===== src/rtl/stage_pkg.sv =====
// rtl/stage_pkg.sv - shared types and defaults for the stage skid buffer
package stage_pkg;

    localparam int DATA_W = 24;

    // Encoding equals the number of held words, so occupancy is a direct decode.
    typedef enum logic [1:0] {
        EMPTY = 2'd0,
        BUSY  = 2'd1,
        FULL  = 2'd2
    } stage_state_t;

    function automatic logic [1:0] occupancy_of(input stage_state_t st);
        case (st)
            EMPTY:   occupancy_of = 2'd0;
            BUSY:    occupancy_of = 2'd1;
            FULL:    occupancy_of = 2'd2;
            default: occupancy_of = 2'd0;
        endcase
    endfunction

endpackage


===== src/rtl/stage_skid_buffer_if.sv =====
// rtl/stage_skid_buffer_if.sv - upstream/downstream valid-ready handshake bundle
interface stage_skid_buffer_if #(
    parameter int N = stage_pkg::DATA_W
);
    logic         in_valid;
    logic [N-1:0] in_data;
    logic         in_ready;
    logic         out_valid;
    logic [N-1:0] out_data;
    logic         out_ready;

    // The buffer itself.
    modport slave (
        input  in_valid,
        input  in_data,
        output in_ready,
        output out_valid,
        output out_data,
        input  out_ready
    );

    // The surrounding pipeline: producer on the in side, consumer on the out side.
    modport master (
        output in_valid,
        output in_data,
        input  in_ready,
        input  out_valid,
        input  out_data,
        output out_ready
    );
endinterface


===== src/rtl/skid_entry.sv =====
// rtl/skid_entry.sv - N-bit data register with synchronous active-low clear and load enable
module skid_entry #(
    parameter int N = stage_pkg::DATA_W
) (
    input  logic         clk,
    input  logic         clr_n,
    input  logic         load,
    input  logic [N-1:0] d,
    output logic [N-1:0] q
);

    always_ff @(posedge clk) begin
        if (!clr_n) begin
            q <= '0;
        end else if (load) begin
            q <= d;
        end
    end

endmodule


===== src/rtl/stage_skid_buffer.sv =====
// rtl/stage_skid_buffer.sv - two-entry skid buffer decoupling ready timing between pipeline stages
module stage_skid_buffer
    import stage_pkg::*;
#(
    parameter int N = DATA_W
) (
    input  logic                      clk,
    input  logic                      rst,
    input  logic                      flush,
    stage_skid_buffer_if.slave        bus,
    output logic [1:0]                occupancy
);

    stage_state_t state;
    stage_state_t state_nxt;

    logic         main_load;
    logic         skid_load;
    logic [N-1:0] main_d;
    logic [N-1:0] main_q;
    logic [N-1:0] skid_q;
    logic         entry_clr_n;

    // Reset and flush both wipe the data entries; reset simply wins by being folded in.
    assign entry_clr_n = rst && !flush;

    always_ff @(posedge clk) begin
        if (!rst) begin
            state <= EMPTY;
        end else if (flush) begin
            state <= EMPTY;
        end else begin
            state <= state_nxt;
        end
    end

    always_comb begin
        state_nxt = state;
        main_load = 1'b0;
        skid_load = 1'b0;
        main_d    = bus.in_data;
        case (state)
            EMPTY: begin
                if (bus.in_valid) begin
                    state_nxt = BUSY;
                    main_load = 1'b1;
                end
            end
            BUSY: begin
                if (bus.in_valid && bus.out_ready) begin
                    main_load = 1'b1;
                end else if (bus.in_valid) begin
                    state_nxt = FULL;
                    skid_load = 1'b1;
                end else if (bus.out_ready) begin
                    state_nxt = EMPTY;
                end
            end
            FULL: begin
                // in_ready is low here, so upstream data is never looked at.
                if (bus.out_ready) begin
                    state_nxt = BUSY;
                    main_load = 1'b1;
                    main_d    = skid_q;
                end
            end
            default: begin
                state_nxt = EMPTY;
            end
        endcase
    end

    skid_entry #(.N(N)) u_main (
        .clk   (clk),
        .clr_n (entry_clr_n),
        .load  (main_load),
        .d     (main_d),
        .q     (main_q)
    );

    skid_entry #(.N(N)) u_skid (
        .clk   (clk),
        .clr_n (entry_clr_n),
        .load  (skid_load),
        .d     (bus.in_data),
        .q     (skid_q)
    );

    // All handshake outputs come from registers only, breaking the ready/valid comb chain.
    assign bus.in_ready  = (state != FULL);
    assign bus.out_valid = (state != EMPTY);
    assign bus.out_data  = main_q;
    assign occupancy     = occupancy_of(state);

endmodule


===== src/flat_wrapper.sv =====
// flat-port wrapper written by rule: the top's interface ports become plain ports
module stage_skid_buffer_flat import stage_pkg::*;
#(
    parameter int N = DATA_W
)
  (clk, rst, flush, occupancy, bus_in_valid, bus_in_data, bus_in_ready, bus_out_valid, bus_out_data, bus_out_ready);
  stage_skid_buffer_if #(.N(N)) bus_i ();
  input  logic clk;
  input  logic rst;
  input  logic flush;
  output logic [1:0] occupancy;
  input wire logic [$bits(bus_i.in_valid)-1:0] bus_in_valid;
  input wire logic [$bits(bus_i.in_data)-1:0] bus_in_data;
  output wire logic [$bits(bus_i.in_ready)-1:0] bus_in_ready;
  output wire logic [$bits(bus_i.out_valid)-1:0] bus_out_valid;
  output wire logic [$bits(bus_i.out_data)-1:0] bus_out_data;
  input wire logic [$bits(bus_i.out_ready)-1:0] bus_out_ready;
  assign bus_i.in_valid = bus_in_valid;
  assign bus_i.in_data = bus_in_data;
  assign bus_in_ready = bus_i.in_ready;
  assign bus_out_valid = bus_i.out_valid;
  assign bus_out_data = bus_i.out_data;
  assign bus_i.out_ready = bus_out_ready;
  stage_skid_buffer #(.N(N)) u_core (.clk(clk), .rst(rst), .flush(flush), .bus(bus_i), .occupancy(occupancy));
endmodule

===== config.mk =====
export PLATFORM = sky130hd
export DESIGN_NAME = stage_skid_buffer_flat
export DESIGN_NICKNAME = d
export VERILOG_FILES = /design/src/rtl/stage_pkg.sv /design/src/rtl/stage_skid_buffer_if.sv /design/src/rtl/skid_entry.sv /design/src/rtl/stage_skid_buffer.sv /design/src/flat_wrapper.sv
export SDC_FILE = /design/constraint.sdc
export NUM_CORES = 1
export LEC_CHECK = 0
export CAP_MARGIN = 10
export CELL_PAD_IN_SITES_DETAIL_PLACEMENT = 1
export CELL_PAD_IN_SITES_GLOBAL_PLACEMENT = 2
export CORE_MARGIN = 2
export CORE_UTILIZATION = 29
export DETAILED_ROUTE_END_ITERATION = 16
export PLACE_DENSITY_LB_ADDON = 0.1
export SLEW_MARGIN = 20
export SYNTH_ARGS = -nofsm -noshare
export SYNTH_HDL_FRONTEND = slang
export SYNTH_HIERARCHICAL = 1
export SYNTH_SLANG_ARGS = --single-unit

===== constraint.sdc =====
create_clock -name clk -period 1.3 [get_ports clk]
set_input_delay 0.195 -clock clk [delete_from_list [all_inputs] [get_ports clk]]
set_output_delay 0.195 -clock clk [all_outputs]
set_load 0.02 [all_outputs]

==> load_flow_metrics.sql, run 1 <==
INSERT INTO impl_metrics (metric_group, metric, value, unit) VALUES
('power', 'total_leakage_power', '1.443', 'nW'),
('drt', 'drt-vias-per-instance', '4.325', ''),
('logic_synthesis', 'synthesis.instances', '197', ''),
('run', 'maxCapViolCount', '0', ''),
('logic_synthesis', 'synth_seq_area_share', '42.46', '%'),
('drt', 'firstDrtPassIters', '2', ''),
('drt', 'wl', '5304', 'µm'),
('logic_synthesis', 'synth_area', '2357', 'µm²'),
('placed_design', 'port_buffers', '56', ''),
('floorplan', 'die_width', '94.16', 'µm'),
('clock_tree', 'holdBufCountCts', '0', ''),
('placed_design', 'setup_ws_pre_cts', '-388.7', 'ps'),
('logic_synthesis', 'synth_mux_area_share', '34.71', '%'),
('clock_tree', 'clock_sink_count', '50', ''),
('drt', 'drt_first_iter_violations', '36', ''),
('logic_synthesis', 'synth_compound_area_share', '0.5839', '%'),
('cells_and_area', 'finalInstanceArea', '3391', 'µm²'),
('logic_synthesis', 'synth_xor_area_share', '0', '%'),
('floorplan', 'rows', '32', ''),
('logic_synthesis', 'ys_top_cells_by_area', 'sky130_fd_sc_hd__dfxtp_1 (42%), sky130_fd_sc_hd__mux2i_1 (20%), sky130_fd_sc_hd__nor2b_1 (13%), sky130_fd_sc_hd__mux2_4 (11%), sky130_fd_sc_hd__buf_12 (3.4%)', ''),
('floorplan', 'placeableCoreArea', '7807', 'µm²'),
('logic_synthesis', 'postSynthAreaPerCell', '11.97', 'µm²'),
('global_routing', 'wire_length_of_the_first_global_routing_pass', '8424', 'µm'),
('worst_setup_path', 'crit_arrival', '1670', 'ps'),
('power', 'worst_ir_drop_vdd', '367.3', 'µV'),
('sta', 'finalHoldViolCount', '0', ''),
('sta', 'final.setup.worst_slack', '-181.2', 'ps'),
('sta', 'final.setup_skew', '2.859', 'ps'),
('cells_and_area', 'finish.net_count', '303', ''),
('sta', 'fin_crit_sh', '113.9', '%'),
('drt', 'dr_total_vias', '1622', ''),
('global_routing', 'initial_antenna_violation_count', '0', ''),
('cells_and_area', 'final_cell_mix', 'sky130_fd_sc_hd__nor2b_1 (48), sky130_fd_sc_hd__dfxtp_1 (48), sky130_fd_sc_hd__mux2i_1 (45)', ''),
('clock_tree', 'clk_path_buf_depth', '2', ''),
('drt', 'route.detailed.wl_per_inst', '14.14', 'µm'),
('floorplan', 'die_area', '8866', 'µm²'),
('global_routing', 'number_of_global_route_vias_before_repair', '1630', ''),
('logic_synthesis', 'synth_simple_gate_area_share', '15.98', '%'),
('hold_path', 'hold_path.class', 'primary input to register', ''),
('power', 'power', '2.957', 'mW'),
('logic_synthesis', 'synth_top_area_share', '42.46', '%'),
('clock_tree', 'ctsHtreeMaxLevel', '2', ''),
('clock_tree', 'numCtsBuffers', '5', ''),
('run_status', 'failed_checks', 'negative setup slack', ''),
('sta', 'worst-slew-pin-transition', '249.0', 'ps'),
('sta', 'finalSetupViolCount', '49', ''),
('worst_setup_path', 'required', '1490', 'ps'),
('clock_tree', 'clk_root_buffer_cell', 'sky130_fd_sc_hd__clkbuf_8', ''),
('cells_and_area', 'fillers', '870', ''),
('logic_synthesis', 'ys.warnings.count', '6', ''),
('worst_setup_path', 'worst-setup-path-type', 'register to register', ''),
('run_status', 'run_status', 'complete, but fails checks', ''),
('sta', 'grt_setup_unrepaired', 'yes', ''),
('cells_and_area', 'post_synthesis_to_final_layout_area_growth', '43.84', '%'),
('drt', 'antenna_left', '0', ''),
('global_routing', 'grt.overflow.total', '0', ''),
('sta', 'timing.final.max_slew_violations', '0', ''),
('cells_and_area', 'antennaDiodeCount', '0', ''),
('floorplan', 'die_ht', '94.16', 'µm'),
('worst_setup_path', 'crit_path_max_fanout', '8', ''),
('logic_synthesis', 'syn-num-nets', '226', ''),
('clock_tree', 'clk_transition_reported_paths', '90', 'ps'),
('clock_tree', 'clk-insertion-delay-late', '290', 'ps'),
('sta', 'fmaxAchievable', '675.1', 'MHz'),
('logic_synthesis', 'synth_top_family_by_area', 'multiplexers', ''),
('placed_design', 'post-dp-hpwl', '3404', 'µm'),
('sta', 'timing.setup.tns', '-6624', 'ps'),
('logic_synthesis', 'yosys.cell_types.count', '20', ''),
('cells_and_area', 'fraction_of_layout_cells_with_a_size_suffix_above_1', '26.37', '%'),
('sta', 'timing.max_slew.rel_slack', '83.37', '%'),
('floorplan', 'boundaryPins', '57', '');
-- worst max-delay path, stage by stage (launching register included) --
cell	delay [ps]
sky130_fd_sc_hd__dfxtp_2	360
sky130_fd_sc_hd__nor2b_4	220
sky130_fd_sc_hd__nand2_8	130
sky130_fd_sc_hd__clkbuf_16	190
sky130_fd_sc_hd__mux2_4	290
sky130_fd_sc_hd__mux2i_1	130
sky130_fd_sc_hd__nor2b_1	60
-- metrics by stage --
stage	std cells	hold slack (ps)
4_1_cts	370	527.0
3_5_place_dp	358	503.9
5_1_grt	375	391.1
6_report	375	372.1
2_1_floorplan	197	260.3
3_3_place_gp	358	494.5
-- cell type report --
cell class	count	area, µm²	share of cell area, %
Timing Repair Buffer	82	909.6	26.83
Inverter	2	7.507	0.2214
Tap cell	102	127.6	3.764
Multi-Input combinational cell	133	1257	37.09
Sequential cell	50	1006	29.67
Clock buffer	6	82.58	2.435
-- cells in the mapped netlist (all sizes together) --
| library cell | instances |
|---|---|
| dfxtp | 50 |
| nor2b | 49 |
| mux2i | 48 |
| mux2 | 24 |
| buf | 8 |
| clkbuf | 4 |
| nand2 | 3 |
| inv | 2 |
| nand2b | 2 |
| a211oi | 1 |
| a31oi | 1 |
| and2b | 1 |
| nand3b | 1 |
| nor2 | 1 |
| or2 | 1 |
| or3 | 1 |
-- cell families after synthesis --
| family | count (synthesis) |
|---|---|
| buf+inv | 14 |
| compound gates | 2 |
| flops | 50 |
| simple gates | 59 |
| mux | 72 |
-- state kept, by name (all words and copies together) (netlist names) --
name	count
u_core/u_main/q	24
u_core/u_skid/q	24
u_core/state	2
-- routing by layer --
metal	up-vias	part of all wire, %	global-route usage (%)
li1	812	-	-
met4	0	0.79	3.623
met3	4	4.3	3.531
met5	-	0	0
met1	773	49	16.74
met2	33	46	19.82
-- final timing paths --
| path | from | endpoint | slack (ps) | cells after the start |
|---|---|---|---|---|
| max | u_core/state[1]$_SDFFE_PN0P_ | u_core/u_main/q[1]$_SDFFE_PN0P_ | -180 | 6 |
| min reg2reg | u_core/u_main/q[0]$_SDFFE_PN0P_ | u_core/u_main/q[0]$_SDFFE_PN0P_ | 520 | 2 |
| max reg2reg | u_core/state[1]$_SDFFE_PN0P_ | u_core/u_main/q[1]$_SDFFE_PN0P_ | -180 | 6 |
| min | bus_out_ready | u_core/state[1]$_SDFFE_PN0P_ | 370 | 3 |
-- power breakdown --
| group | total [mW] | internal, mW | leakage, nW | switching [mW] |
|---|---|---|---|---|
| combinational | 0.472 | 0.286 | 0.993 | 0.186 |
| clock | 0.907 | 0.412 | 0.0431 | 0.495 |
| sequential | 1.58 | 1.56 | 0.406 | 0.0179 |
-- what timing repair did --
item                                    CTS  global route
buffers inserted                          5             6
pin swaps                                 0             2
endpoints found under the setup margin   76            52
gates resized for setup                  47            13
cloned                                    1             2
(Power assumes the default switching activity.)
==> run 2, diff against run 1 <==
Settings changed: CORE_UTILIZATION 29 to 34, GPL_TIMING_DRIVEN set to 0.
Clock period 1.3 ns to 1.9 ns, I/O delays scaled along.
==> run 2 against run 1 <==
Total power fell by 32%. Register-to-register slack better by 430 ps. Largest power group unchanged. The flow now finishes without violations. Global-route usage grew 0.68 points. Final cell count is 9.1% lower. Die area shrank 14%. Combinational power fell by 36%. Core utilization rose by 2.6 points. Clock power shrank 30%. Hold slack better by 150 ps. Critical path type is now register to primary output.
==> load_flow_metrics.sql, run 2 (synthesis results as in run 1) <==
INSERT INTO impl_metrics (metric_group, metric, value, unit) VALUES
('clock_tree', 'clk_root_buffer_cell', 'sky130_fd_sc_hd__clkbuf_8', ''),
('floorplan', 'die_area', '7615', 'µm²'),
('run', 'maxCapViolCount', '0', ''),
('sta', 'timing.max_slew.rel_slack', '68.85', '%'),
('worst_setup_path', 'cp_slowest_cell', 'sky130_fd_sc_hd__clkdlybuf4s50_1', ''),
('cells_and_area', 'final_cell_mix', 'sky130_fd_sc_hd__clkdlybuf4s50_1 (56), sky130_fd_sc_hd__dfxtp_1 (50), sky130_fd_sc_hd__mux2i_1 (48), sky130_fd_sc_hd__nor2b_1 (48), sky130_fd_sc_hd__mux2_4 (18)', ''),
('cells_and_area', 'antennaDiodeCount', '0', ''),
('global_routing', 'grt.total_usage', '13.25', '%'),
('power', 'power', '2.015', 'mW'),
('drt', 'wl', '4725', 'µm'),
('sta', 'final.setup_skew', '5.560', 'ps'),
('clock_tree', 'clock_sink_count', '50', ''),
('floorplan', 'placeableCoreArea', '6756', 'µm²'),
('clock_tree', 'cts-resized-gates', '0', ''),
('sta', 'shortest_period_the_worst_path_allows', '1798', 'ps'),
('placed_design', 'post-dp-hpwl', '3270', 'µm'),
('clock_tree', 'clk_transition_reported_paths', '90', 'ps'),
('floorplan', 'rows', '30', ''),
('sta', 'timing.final.max_slew_violations', '0', ''),
('sta', 'grt_setup_unrepaired', 'no', ''),
('clock_tree', 'clock_tree_from_tritoncts', 'yes', ''),
('cells_and_area', 'final_core_utilization', '46.00', '%'),
('worst_setup_path', 'critical_path_buf_inv_count', '1', ''),
('cells_and_area', 'post_synthesis_to_final_layout_area_growth', '31.85', '%'),
('sta', 'fmaxAchievable', '556.2', 'MHz'),
('worst_setup_path', 'cp_cell_sequence', 'nor2b_4 -> clkdlybuf4s50_1', ''),
('global_routing', 'grt.overflow.total', '0', ''),
('worst_setup_path', 'crit_arrival', '1510', 'ps'),
('clock_tree', 'clk-insertion-delay-late', '300', 'ps'),
('drt', 'route.detailed.wl_per_inst', '13.86', 'µm'),
('power', 'worst_ir_drop_vdd', '266.0', 'µV'),
('cells_and_area', 'final_common_cell', 'sky130_fd_sc_hd__clkdlybuf4s50_1', ''),
('global_routing', 'top_usage_layer', 'met2', ''),
('cells_and_area', 'fillers', '738', ''),
('worst_setup_path', 'critPathTopFamily', 'buffers and inverters', ''),
('hold_path', 'hold_path.class', 'register to register', ''),
('clock_tree', 'clk_path_buf_depth', '2', ''),
('cells_and_area', 'fraction_of_layout_cells_with_a_size_suffix_above_1', '16.48', '%'),
('clock_tree', 'holdBufCountCts', '0', ''),
('global_routing', 'grt_util_met3', '3.886', '%'),
('global_routing', 'globalRouteMet1Util', '16.92', '%'),
('clock_tree', 'ctsHtreeMaxLevel', '2', ''),
('worst_setup_path', 'setup.worst_path.end_class', 'primary output', ''),
('sta', 'finalHoldWorstSlack', '521.2', 'ps'),
('global_routing', 'wire_length_of_the_first_global_routing_pass', '7762', 'µm'),
('floorplan', 'initial_core_util', '34.89', '%'),
('global_routing', 'use_met2', '21.07', '%'),
('worst_setup_path', 'required', '1620', 'ps'),
('drt', 'drt-vias-per-instance', '4.563', ''),
('global_routing', 'grt_start_max_net_pins', '17', ''),
('drt', 'dr_total_vias', '1556', ''),
('floorplan', 'die_ht', '87.27', 'µm'),
('worst_setup_path', 'crit_path_max_fanout', '5', ''),
('clock_tree', 'post-cts-setup-buffer-count', '0', ''),
('global_routing', 'number_of_global_route_vias_before_repair', '1584', ''),
('placed_design', 'port_buffers', '56', ''),
('drt', 'drt_first_iter_violations', '20', ''),
('sta', 'finalSetupViolCount', '0', ''),
('sta', 'finalHoldViolCount', '0', ''),
('power', 'total_leakage_power', '1.189', 'nW'),
('clock_tree', 'numCtsBuffers', '5', ''),
('worst_setup_path', 'crit_path_start_kind', 'register', ''),
('drt', 'post_route_drc_violation_count', '0', ''),
('drt', 'antenna_left', '0', ''),
('run_status', 'run_status', 'complete, no violations', ''),
('worst_setup_path', 'slowest_delay', '620', 'ps'),
('drt', 'firstDrtPassIters', '3', ''),
('worst_setup_path', 'worst-setup-path-type', 'register to primary output', ''),
('cells_and_area', 'finish.net_count', '289', ''),
('cells_and_area', 'top_regs', 'u_core/u_main/q (24), u_core/u_skid/q (24), u_core/state (2)', ''),
('floorplan', 'boundaryPins', '57', ''),
('placed_design', 'gp_congestion', '0.6697', ''),
('power', 'power-per-cell-area', '648.4', 'nW/µm²'),
('global_routing', 'initial_antenna_violation_count', '0', ''),
('floorplan', 'die_width', '87.27', 'µm'),
('cells_and_area', 'multi_input_area', '1209', 'µm²'),
('sta', 'fin_crit_sh', '94.62', '%'),
('sta', 'worst-slew-pin-transition', '467.2', 'ps'),
('cells_and_area', 'register_area', '1001', 'µm²');
==> run 2: tightest hold or removal path, delay by kind of cell, from the launching register on <==
family | cells | cell delay, ps
DFF | 1 | 330
and+or+nand+nor | 1 | 90
muxes | 1 | 60
==> run 2: area by class of cell <==
class / count / area share (%)
Buffer: 12 / 4.509
Clock buffer: 5 / 2.214
Clock inverter: 3 / 0.6844
Inverter: 2 / 0.2415
Multi-Input combinational cell: 133 / 38.89
Sequential cell: 50 / 32.21
Tap cell: 80 / 3.221
Timing Repair Buffer: 56 / 18.04
==> run 2: path summary, 6_finish.rpt <==
kind | end | slack [ps] | start | depth (start not counted)
setup / recovery | occupancy[1] | 100 | u_core/state[1]$_SDFFE_PN0P_ | 2
hold / removal | u_core/u_main/q[1]$_SDFFE_PN0P_ | 520 | u_core/u_main/q[1]$_SDFFE_PN0P_ | 2
hold reg to reg | u_core/u_main/q[1]$_SDFFE_PN0P_ | 520 | u_core/u_main/q[1]$_SDFFE_PN0P_ | 2
setup reg to reg | u_core/u_main/q[20]$_SDFFE_PN0P_ | 250 | u_core/state[1]$_SDFFE_PN0P_ | 8
==> run 2: power breakdown <==
group          internal (mW)  leakage, nW  switching (mW)  total (mW)
Sequential              1.07        0.405          0.0114        1.08
Combinational          0.185        0.740           0.117       0.302
Clock                  0.260       0.0441           0.374       0.633
Total                   1.51         1.19           0.502        2.02
==> run 2: metal layers <==
metal  part of all wire (%)  vias up  wire length, µm
li1                       -      786                -
met1                     47      728             2227
met2                     46       34             2176
met3                    5.1        8              243
met4                    1.7        0               78
met5                      0        -                0
==> run 2: metrics by stage <==
step	worst slack [ps]	TNS (ps)	instance area, µm²	std cells
2_1_floorplan	361.3	0	2357	197
3_3_place_gp	-53.78	-770.2	3018	333
3_5_place_dp	-72.31	-1198	3018	333
4_1_cts	81.37	0	3108	341
5_1_grt	20.59	0	3108	341
6_report	102.2	0	3108	341
